$ cat config.mk
export PLATFORM = sky130hd
export DESIGN_NAME = mac_seq_ctrl
export DESIGN_NICKNAME = d
export VERILOG_FILES = /design/src/rtl/npu_pkg.sv /design/src/rtl/mac_seq_ctrl.sv
export SDC_FILE = /design/constraint.sdc
export NUM_CORES = 1
export LEC_CHECK = 0
export ABC_AREA = 1
export CAP_MARGIN = 20
export CORE_MARGIN = 2
export CORE_UTILIZATION = 39
export DETAILED_ROUTE_END_ITERATION = 6
export GPL_TIMING_DRIVEN = 0
export PLACE_DENSITY = 0.94
export SETUP_SLACK_MARGIN = 0.02
export SYNTH_ARGS = -nofsm -noshare
export SYNTH_HDL_FRONTEND = slang
export SYNTH_SLANG_ARGS = --single-unit
$ cat constraint.sdc
create_clock -name CLKEXT -period 3.4 [get_ports CLKEXT]
set_clock_uncertainty 0.05 [all_clocks]
set_input_delay 0.51 -clock CLKEXT [delete_from_list [all_inputs] [get_ports CLKEXT]]
set_output_delay 0.51 -clock CLKEXT [all_outputs]
set_load 0.03 [all_outputs]
$ cat src/rtl/npu_pkg.sv
// Shared NPU definitions: sequencer state encoding, MAC widths, saturation limits.
package npu_pkg;

   typedef enum logic [1:0] {
      ST_IDLE = 2'd0,
      ST_LOAD = 2'd1,
      ST_ACC  = 2'd2,
      ST_DONE = 2'd3
   } state_e;

   localparam int OP_W  = 8;
   localparam int ACC_W = 16;

   localparam logic [ACC_W-1:0] SAT_MAX = 16'h7FFF;
   localparam logic [ACC_W-1:0] SAT_MIN = 16'h8000;

endpackage

$ cat src/rtl/mac_seq_ctrl.sv
// Job sequencer for one signed 8x8 MAC cell: bias load, LEN operand pairs, result handshake.
// Optional MAC_SEQ_CTRL_RELU_EN clamps negative results to zero on the result port only.
module mac_seq_ctrl
   import npu_pkg::*;
#(
   parameter int CNT_W = 8
) (
   input  logic             CLKEXT,
   input  logic             RSTN,
   input  logic             START,
   input  logic [CNT_W-1:0] LEN,
   input  logic [OP_W-1:0]  BIAS,
   input  logic             ABORT,
   input  logic             OP_VALID,
   output logic             OP_READY,
   input  logic [OP_W-1:0]  OP_A,
   input  logic [OP_W-1:0]  OP_B,
   output logic             MAC_EN,
   output logic             MAC_RST,
   output logic [OP_W-1:0]  MAC_BIAS,
   output logic [OP_W-1:0]  MAC_A,
   output logic [OP_W-1:0]  MAC_B,
   input  logic [ACC_W-1:0] MAC_Y,
   output logic             RES_VALID,
   input  logic             RES_READY,
   output logic [ACC_W-1:0] RES_DATA,
   output logic             BUSY
);

   localparam logic [CNT_W-1:0] CNT_ONE = 1;

   state_e           state_q, state_d;
   logic [CNT_W-1:0] count_q, count_d;
   logic [OP_W-1:0]  bias_q,  bias_d;
   logic             accept;

   always_ff @(posedge CLKEXT or negedge RSTN) begin
      if (!RSTN) begin
         state_q <= ST_IDLE;
         count_q <= '0;
         bias_q  <= '0;
      end else begin
         state_q <= state_d;
         count_q <= count_d;
         bias_q  <= bias_d;
      end
   end

   always_comb begin
      state_d   = state_q;
      count_d   = count_q;
      bias_d    = bias_q;
      OP_READY  = 1'b0;
      MAC_EN    = 1'b0;
      MAC_RST   = 1'b0;
      MAC_BIAS  = '0;
      MAC_A     = '0;
      MAC_B     = '0;
      RES_VALID = 1'b0;
      RES_DATA  = '0;
      accept    = 1'b0;

      case (state_q)
         ST_IDLE: begin
            if (START && !ABORT) begin
               count_d = LEN;
               bias_d  = BIAS;
               state_d = ST_LOAD;
            end
         end

         ST_LOAD: begin
            MAC_EN   = !ABORT;
            MAC_RST  = 1'b1;
            MAC_BIAS = bias_q;
            if (ABORT)
               state_d = ST_IDLE;
            else if (count_q == '0)
               state_d = ST_DONE;
            else
               state_d = ST_ACC;
         end

         ST_ACC: begin
            // Abort withdraws ready so a concurrent pair is never consumed.
            OP_READY = !ABORT;
            MAC_A    = OP_A;
            MAC_B    = OP_B;
            accept   = OP_VALID && !ABORT && (count_q != '0);
            MAC_EN   = accept;
            if (ABORT) begin
               state_d = ST_IDLE;
            end else if (accept) begin
               count_d = count_q - CNT_ONE;
               if (count_q == CNT_ONE)
                  state_d = ST_DONE;
            end
         end

         ST_DONE: begin
            RES_VALID = !ABORT;
`ifdef MAC_SEQ_CTRL_RELU_EN
            RES_DATA  = MAC_Y[ACC_W-1] ? '0 : MAC_Y;
`else
            RES_DATA  = MAC_Y;
`endif
            if (ABORT || RES_READY)
               state_d = ST_IDLE;
         end

         default: state_d = ST_IDLE;
      endcase
   end

   assign BUSY = (state_q != ST_IDLE);

endmodule
==> summary.txt, run 1 <==
max-slew violations - 0
post-route ant nets - 0
DRT Pass-1 Iters - 4
cell taking the most area after synthesis - dfrtp_1
max_slew headroom - 46.1%
H-tree lvl count - 1
Port Buf Inserts - 98
fmax - 340 MHz
final critical-path share of the clock period - 86.6%
dpl cells - 390
share of cells above drive strength 1 - 8.67%
Core Area - 3690 sq um
crit start category - register
post-DR vias/cell - 4.43
CTS Hold Bufs - 0
NumNets Final - 408
Primary FF master, synth - dfrtp_1
Die H - 66.3 um
Synth top area share - 29.8%
peak supply drop - 0.561 mV
First DRT Iteration DRCs - 44
Total Power - 2.00 mW
Static Leak - 1.48 nW
number of global-route vias before repair - 1569
Num CTS Buffers - 3
Final HPWL DP - 3410 um
# rows - 22
Seq cells post-synth - 18
Syn Inst Count - 244
syn_nets - 305
Slew @ Worst Pin - 0.805 ns
Buffers & Inverters on Critical Path - 5
minimum clock period - 2.94 ns
Post-synth EDFFs - 0
Slowest-stage cell, CP - clkdlybuf4s50_1
Bufs on Longest Clock Path - 2
Routed WL per cell - 10.4 um
Data arrival, critical path - 2.38 ns
final setup vio count - 0
TritonCTS clock tree - done
final wirelength - 4080 um
final core occ - 70.7%
# IOs - 99
vias post-DR - 1744
Post-synth top cells - 93 x nand2_1, 60 x inv_1, 18 x dfrtp_1, 16 x nand3_1, 14 x nor2_1
mapped cell area - 1510 sq um
crit-path cells - inv_1, ha_1, buf_2, buf_2, nand2_1, inv_1, clkdlybuf4s50_1
Antenna Cells - 0
Root Driver - clkbuf_8
Clock Latency Late Sink - 0.25 ns
Layout Cells excl Fill - 394
endpoint type of the worst setup path - output pin
Cell Pwr Density - 768 nW/um^2
YS warnings - 0
Setup CP Type - register to output pin
Synth async-reset ratio - 100%
initial antenna violation count - 0
max cap viols - 0
gpl congestion - 0.875
Cell variety after synth - 21
Area Growth Syn to Fin - 72.5%
largest net degree at the start of global routing - 19
status - completed
slowest stage delay, CP - 0.67 ns
final hold violation count - 0
Setup TNS Final - 0 ns
GRT Residual Overflow - 0
buffer count from post-CTS setup fixing - 0
Max FO, Critical Path - 10
post-cts resize count - 0
Clock Pin Slew Worst Setup and Hold Paths - 0.07 ns
Avg Cell Area, Syn - 6.19 sq um
Die X - 66.3 um
initial core utilization - 41.0%
crit-path leading delay family - buffers and inverters
CP required - 2.84 ns
most numerous cell in the Yosys netlist - nand2_1
Total GRT Usage - 19.5%
Hold WC Path Type - register to register
drt drc - 0
first-pass GRT wire length - 6640 um
synth top area cells - dfrtp_1 30%, nand2_1 23%, inv_1 15%
worst hold slack - 0.432 ns
RSZ-0062 raised after global routing - no
sequential area share after synthesis - 29.8%
die area - 4390 sq um
clock sink total - 18
[tightest hold or removal path: stages, from the launching register on]
cell and delay (ns):
dfrtp_1 0.35, nand2_1 0.05, nand2_1 0.05
[where the power goes]
part           total [mW]  leakage [nW]  internal (mW)  switching, mW
Clock               0.174        0.0288          0.103         0.0709
Combinational        1.42          1.23          0.562          0.859
Sequential          0.408         0.219          0.327         0.0808
Total                2.00          1.48          0.992           1.01
[final cells by class]
class / count / area [sq um]
tap: 48 / 60.1
fill: 293 / 1080
timing repair buffer: 98 / 981
multi-input combinational: 156 / 792
sequential: 18 / 450
inverter: 64 / 240
buffer: 6 / 28.8
clock buffer: 4 / 55.1
[sequential cells by signal (all words and copies together), names as in the netlist]
register / cells
count_q: 8
bias_q: 8
state_q: 2
[kinds of logic (layout without fill, tap and decap cells)]
group           count (synthesis)  count (layout)  synth area share (%)
simple gates                  132             132                  36.8
buf+inv                        70             172                  17.8
flops                          18              18                  29.8
compound gates                  9               9                  3.81
mux                             8               8                  5.96
fa+ha+maj                       7               7                  5.79
[placed cells by master (no fill, tap or decap)]
cell type        count
clkdlybuf4s50_1     98
nand2_1             93
inv_1               60
dfrtp_1             18
nand3_1             16
nor2_1              14
mux2_2               8
ha_1                 7
buf_2                5
o21ai_0              5
inv_2                4
clkbuf_8             4
nor2_2               2
nand3_2              2
nand2_4              2
clkbuf_1             1
nand2_2              1
a21boi_0             1
o21ai_2              1
a21oi_2              1
nand4_1              1
o31ai_1              1
nand3b_1             1
[routing by layer]
metal	GRT usage (%)	routed length (um)
met4	6.38	40
met2	35.6	2020
met3	5.28	400
met5	0	0
met1	21.5	1620
[path summary, 6_finish.rpt]
kind / startpoint / end / slack (ns) / cells past startpoint
setup / recovery: state_q[0] / MAC_A[3] / 0.46 / 7
hold / removal: count_q[1] / count_q[1] / 0.43 / 2
setup reg to reg: state_q[0] / count_q[4] / 1.82 / 8
hold reg to reg: count_q[1] / count_q[1] / 0.43 / 2
max in group asynchronous: RSTN / bias_q[2] / 2.13 / 1
min in group asynchronous: RSTN / count_q[6] / 0.67 / 1
[metrics by stage]
| step | cell area [sq um] | setup WS, ns |
|---|---|---|
| after global routing | 2610 | 0.291 |
| after detailed placement | 2550 | 0.462 |
| after floorplan | 1510 | 0.860 |
| final | 2610 | 0.457 |
| after CTS | 2610 | 0.438 |
| after global placement | 2550 | 0.478 |
Power figures use the tool's default switching activity.
==> inputs of run 2 (changes only) <==
--- a/config.mk
+++ b/config.mk
@@ -13,6 +13,7 @@
 export GPL_TIMING_DRIVEN = 0
 export PLACE_DENSITY = 0.94
 export SETUP_SLACK_MARGIN = 0.02
+export SLEW_MARGIN = 20
 export SYNTH_ARGS = -nofsm -noshare
 export SYNTH_HDL_FRONTEND = slang
 export SYNTH_SLANG_ARGS = --single-unit
==> results of run 2 <==
Same layout as run 1: the final DEF is identical, and so are final timing and power.
